### src/rtl/fuji_iie_aux_pkg.sv
// fuji_iie_aux_pkg: shared types and widths for the aux-slot 80-column card
package fuji_iie_aux_pkg;
  localparam int AUX_ADDR_WIDTH = 16;
  localparam int AUX_RA_WIDTH = 8;
  typedef enum logic [2:0] {IDLE, ROW, RD, RD_WAIT, RD_HOLD, WR, HOLD} aux_state_t;
  typedef enum logic [1:0] {VIDEO, CPU_RD, CPU_WR, NONE} aux_acc_t;
  function automatic aux_acc_t classify(input logic phi_0, input logic en80_n, input logic rw80_n);
    return !phi_0 ? VIDEO : en80_n ? NONE : rw80_n ? CPU_RD : CPU_WR;
  endfunction
endpackage

### src/rtl/aux_strobe_edge.sv
// aux_strobe_edge: registered strobe history with rise/fall detection
module aux_strobe_edge (
  input  logic clk,
  input  logic rst,
  input  logic d,
  output logic rise,
  output logic fall
);
  logic q;
  always_ff @(posedge clk) q <= rst ? 1'b1 : d;
  assign rise = d & ~q;
  assign fall = ~d & q;
endmodule

### src/rtl/aux_ext80_card.sv
// aux_ext80_card: Apple IIe extended 80-column card responder on the aux slot
module aux_ext80_card
  import fuji_iie_aux_pkg::*;
#(
  parameter int RAM_LATENCY = 1,
  parameter int COUNT_WIDTH = 16
) (
  input  logic                      clk_14M,
  input  logic                      reset,
  input  logic                      aux_pras_n,
  input  logic                      aux_pcas_n,
  input  logic [AUX_RA_WIDTH-1:0]   aux_ra,
  input  logic                      aux_clk_phi_0,
  input  logic                      aux_en80_n,
  input  logic                      aux_rw80_n,
  input  logic [7:0]                aux_md_in,
  output logic [7:0]                aux_md_out,
  output logic                      aux_md_oe,
  output logic [7:0]                aux_vid,
  output logic                      ram_en,
  output logic                      ram_we,
  output logic [AUX_ADDR_WIDTH-1:0] ram_addr,
  output logic [7:0]                ram_wdata,
  input  logic [7:0]                ram_rdata,
  output logic [COUNT_WIDTH-1:0]    ras_only_count
);
  logic pras_rise, pras_fall, pcas_rise, pcas_fall;
  logic wait_cnt, wait_done, we_q, cas_hit, data_hit;
  logic [AUX_RA_WIDTH-1:0] row;
  aux_state_t state, state_d;
  aux_acc_t acc, cls;
  aux_strobe_edge u_ras (.clk(clk_14M), .rst(reset), .d(aux_pras_n), .rise(pras_rise), .fall(pras_fall));
  aux_strobe_edge u_cas (.clk(clk_14M), .rst(reset), .d(aux_pcas_n), .rise(pcas_rise), .fall(pcas_fall));
  assign cls = classify(aux_clk_phi_0, aux_en80_n, aux_rw80_n);
  assign wait_done = wait_cnt == 1'(RAM_LATENCY - 1);
  assign cas_hit = state == ROW && !pras_rise && pcas_fall;
  assign data_hit = state == RD_WAIT && !pras_rise && wait_done;
  assign ram_we = we_q & ~reset;
  always_ff @(posedge clk_14M) state <= reset ? IDLE : state_d;
  always_comb begin
    state_d = state;
    case (state)
      IDLE:    state_d = pras_fall ? ROW : IDLE;
      ROW:     state_d = pras_rise ? IDLE : !pcas_fall ? ROW : cls == CPU_WR ? WR : cls == NONE ? HOLD : RD;
      RD:      state_d = pras_rise ? IDLE : RD_WAIT;
      RD_WAIT: state_d = pras_rise ? IDLE : wait_done ? RD_HOLD : RD_WAIT;
      RD_HOLD: state_d = pras_rise ? IDLE : pcas_rise ? HOLD : RD_HOLD;
      WR:      state_d = pras_rise ? IDLE : HOLD;
      HOLD:    state_d = pras_rise ? IDLE : HOLD;
      default: state_d = IDLE;
    endcase
  end
  always_ff @(posedge clk_14M) begin
    if (reset) begin
      aux_md_out <= '0;
      aux_md_oe <= 1'b0;
      aux_vid <= '0;
      ram_en <= 1'b0;
      we_q <= 1'b0;
      ram_addr <= '0;
      ram_wdata <= '0;
      ras_only_count <= '0;
      row <= '0;
      acc <= NONE;
      wait_cnt <= 1'b0;
    end else begin
      ram_en <= cas_hit && cls != NONE;
      we_q <= cas_hit && cls == CPU_WR;
      wait_cnt <= state == RD_WAIT ? wait_cnt + 1'b1 : 1'b0;
      if (state == IDLE && pras_fall) row <= aux_ra;
      if (state == ROW && pras_rise) ras_only_count <= ras_only_count + 1'b1;
      if (cas_hit) begin
        acc <= cls;
        ram_addr <= {row, aux_ra};
        ram_wdata <= cls == CPU_WR ? aux_md_in : ram_wdata;
      end
      if (data_hit && acc == VIDEO) aux_vid <= ram_rdata;
      if (data_hit && acc == CPU_RD) aux_md_out <= ram_rdata;
      aux_md_oe <= (data_hit && acc == CPU_RD) || (aux_md_oe && !pras_rise && !(state == RD_HOLD && pcas_rise));
    end
  end
endmodule

### config.mk
export PLATFORM = sky130hd
export DESIGN_NAME = aux_ext80_card
export DESIGN_NICKNAME = d
export VERILOG_FILES = /design/src/rtl/fuji_iie_aux_pkg.sv /design/src/rtl/aux_strobe_edge.sv /design/src/rtl/aux_ext80_card.sv
export SDC_FILE = /design/constraint.sdc
export NUM_CORES = 1
export LEC_CHECK = 0
export ABC_AREA = 1
export CORE_MARGIN = 2
export CORE_UTILIZATION = 35
export CTS_CLUSTER_SIZE = 10
export DETAILED_ROUTE_END_ITERATION = 10
export PLACE_DENSITY = 0.61
export SYNTH_ARGS = -nofsm -noshare
export SYNTH_HDL_FRONTEND = slang
export SYNTH_SLANG_ARGS = --single-unit
### constraint.sdc
create_clock -name clk_14M -period 1.5 [get_ports clk_14M]
set_input_delay 0.225 -clock clk_14M [delete_from_list [all_inputs] [get_ports clk_14M]]
set_output_delay 0.225 -clock clk_14M [all_outputs]
set_load 0.1 [all_outputs]
==> flow_metrics.env <==
export IMPL_startpoint="aux_pras_n"
export IMPL_drcViolationCount=0
export IMPL_min_period_ns=1.40
export IMPL_final_common_cell="nor2_1"
export IMPL_syn_to_final_growth_pct=68.8
export IMPL_required_ns=1.73
export IMPL_most_common_layout_cells="nor2_1, nand2_1, buf_12"
export IMPL_cts_inserted_buffers=9
export IMPL_die_area_sq_mm=0.00963
export IMPL_combPwrFrac=0.161
export IMPL_antenna_cells=0
export IMPL_dp_hpwl_um=5970
export IMPL_placed_cells=640
export IMPL_die_h_um=98.1
export IMPL_ant_nets=0
export IMPL_ff2ff_path_depth=7
export IMPL_synth_area_per_cell_sq_um=7.16
export IMPL_drv_slew=0
export IMPL_clock_path_buffers=2
export IMPL_ctsHoldBuffers=0
export IMPL_first_global_vias=2972
export IMPL_status="finished, final reports clean"
export IMPL_initial_core_util=0.359
export IMPL_drtIter0Drc=137
export IMPL_tightest_slew_ns=0.428
export IMPL_whs_path_depth=3
export IMPL_fin_setup_tns_ns=0
export IMPL_ir_worst_vdd_uv=401
export IMPL_drive_above_1_share=0.250
export IMPL_drv_cap=0
export IMPL_crit_fanout=8
export IMPL_grt_pass1_wl_um=13600
export IMPL_multi_input_area_sq_mm=0.00141
export IMPL_p_clk_frac=0.379
export IMPL_io_buffers=89
export IMPL_final_fill_count=754
export IMPL_yosysWarnings=0
export IMPL_synth_seq_cells=75
export IMPL_grt_remaining_overflow=0
export IMPL_p_int_mw=3.38
export IMPL_max_slew_margin=0.714
export IMPL_pre_cts_ws_ns=-0.248
export IMPL_power_leakage_nw=2.16
export IMPL_end_kind="register"
export IMPL_fin_cells=663
export IMPL_wl_per_cell_um=12.0
export IMPL_rows=34
export IMPL_fmax_mhz=715
export IMPL_rr_startpoint="state[2]$_SDFF_PP0_"
export IMPL_grt_start_max_net_pins=33
export IMPL_synth_area_sq_mm=0.00310
export IMPL_gp_congestion=0.826
export IMPL_grt_total_usage=0.171
export IMPL_fin_worst_skew_ns=0.00903
export IMPL_clk_latency_ns=0.33
export IMPL_finish_utilization=0.606
export IMPL_synth_edf_count=0
export IMPL_hp_class="in -> reg"
export IMPL_firstDrtPassIters=4
export IMPL_io_pins=90
export IMPL_worstHoldStart="aux_md_in[0]"
export IMPL_report_final_hold_viol_count=0
export IMPL_p_sw_mw=1.18
export IMPL_die_x_um=98.1
export IMPL_regArea_sq_mm=0.00154
export IMPL_wl_um=7970
export IMPL_coreArea_sq_mm=0.00864
export IMPL_vias=3066
export IMPL_seqPwrFrac=0.460
export IMPL_num_nets_final=582
export IMPL_power_per_cell_area_mw_per_mm2=873
export IMPL_crit_type="in -> reg"
export IMPL_cp_arrival_ns=1.63
export IMPL_syn_num_nets=465
export IMPL_worst_slack_ns=0.102
export IMPL_p_sw_frac=0.259
export IMPL_synth_seq_area_share=0.484
export IMPL_startpoint_type="input port"
export IMPL_vias_per_cell=4.62
export IMPL_ys_flop_type="dfxtp_1"
export IMPL_cts_tree="done"
export IMPL_antenna_found_initial=0
export IMPL_h_tree_depth=3
export IMPL_synthArstFlopShare=0
export IMPL_synth_distinct_cells=30
export IMPL_cts_num_sinks=75
export IMPL_report_final_setup_viol=0
export IMPL_root_buffer="clkbuf_8"
export IMPL_netlist_instances=433
export IMPL_min_period_over_period=0.932
export IMPL_cts_clk_slew_worst_paths_ns=0.08
==> per-layer routing <==
metal | track usage | up-vias | routed length [um]
li1 | - | 1604 | -
met1 | 0.219 | 1377 | 3660
met2 | 0.278 | 76 | 3780
met3 | 0.0437 | 9 | 431
met4 | 0.0630 | 0 | 103
met5 | 0 | - | 0
==> what timing repair did <==
action / 4_1_cts / 5_1_grt
endpoints found under the setup margin: 0 / 22
setup buffers: 0 / 6
gates resized for setup: 0 / 13
==> layout make-up <==
type,instances,area share
Timing Repair Buffer,120,0.339
Sequential cell,75,0.293
Multi-Input combinational cell,304,0.270
Clock buffer,12,0.0297
Inverter,40,0.0292
Tap cell,108,0.0258
Clock inverter,4,0.0136
==> power groups by stage <==
stage               logic [mW]  clock network (mW)  registers (mW)
CTS                      0.719                1.79            2.10
global placement         0.710                   0            2.15
global route             0.793                1.87            2.11
finish                   0.735                1.73            2.10
floorplan                0.194                   0            2.34
detailed placement       0.716                   0            2.15
==> critical path, stage by stage <==
cell and delay (ns):
clkdlybuf4s50_1 0.48, inv_1 0.08, nor2_4 0.23, nand3_4 0.15, nor2_4 0.21, nand2_1 0.10, o21ai_1 0.12, nor2_1 0.05
==> cell families (layout without fill, tap and decap cells) <==
kind of cell / count (synthesis) / count (layout) / share of synthesized area
AO/OA/AOI/OAI: 54 / 54 / 0.0916
flip-flops: 75 / 75 / 0.484
AND/OR/NAND/NOR: 249 / 249 / 0.346
adder cells (fa/ha/maj): 1 / 1 / 0.00403
buffers and inverters: 54 / 176 / 0.0742
==> per-stage QoR <==
stage / hold WS [ns] / instance area [sq um] / power [mW]
6_report: 0.474 / 5230 / 4.57
5_1_grt: 0.491 / 5230 / 4.77
4_1_cts: 0.455 / 5130 / 4.61
3_5_place_dp: 0.467 / 4900 / 2.86
3_3_place_gp: 0.463 / 4900 / 2.86
2_1_floorplan: 0.321 / 3150 / 2.53
==> worst paths after layout <==
kind	end	slack [ns]
setup / recovery	ras_only_count[7]$_SDFFE_PP0P_	0.10
hold / removal	ram_wdata[0]$_SDFFE_PP0P_	0.47
setup reg to reg	ram_addr[2]$_SDFFE_PP0N_	0.11
hold reg to reg	row[1]$_SDFFE_PP0P_	0.48
==> synthesized netlist by cell type, types with 2 or more instances <==
| master | count | area share |
|---|---|---|
| buf_2 | 2 | 0.0032 |
| clkbuf_1 | 8 | 0.0097 |
| nand4_1 | 5 | 0.010 |
| buf_6 | 3 | 0.011 |
| nor2_4 | 3 | 0.011 |
| inv_1 | 37 | 0.045 |
| nand2_2 | 2 | 0.0040 |
| nand3_1 | 23 | 0.037 |
| nor3_1 | 4 | 0.0065 |
| o21ai_0 | 32 | 0.052 |
| nand3b_1 | 8 | 0.019 |
| nor2_2 | 2 | 0.0040 |
| nor2_1 | 123 | 0.15 |
| nand2_1 | 75 | 0.091 |
| dfxtp_1 | 75 | 0.48 |
| a21oi_1 | 17 | 0.027 |
==> state kept, by name (all words and copies together) (netlist names), 2 cells and up <==
signal / flops
acc: 2
aux_md_out: 8
aux_vid: 8
ram_addr: 16
ram_wdata: 8
ras_only_count: 16
row: 8
state: 3
No activity file was read; power rests on OpenSTA's default activity.
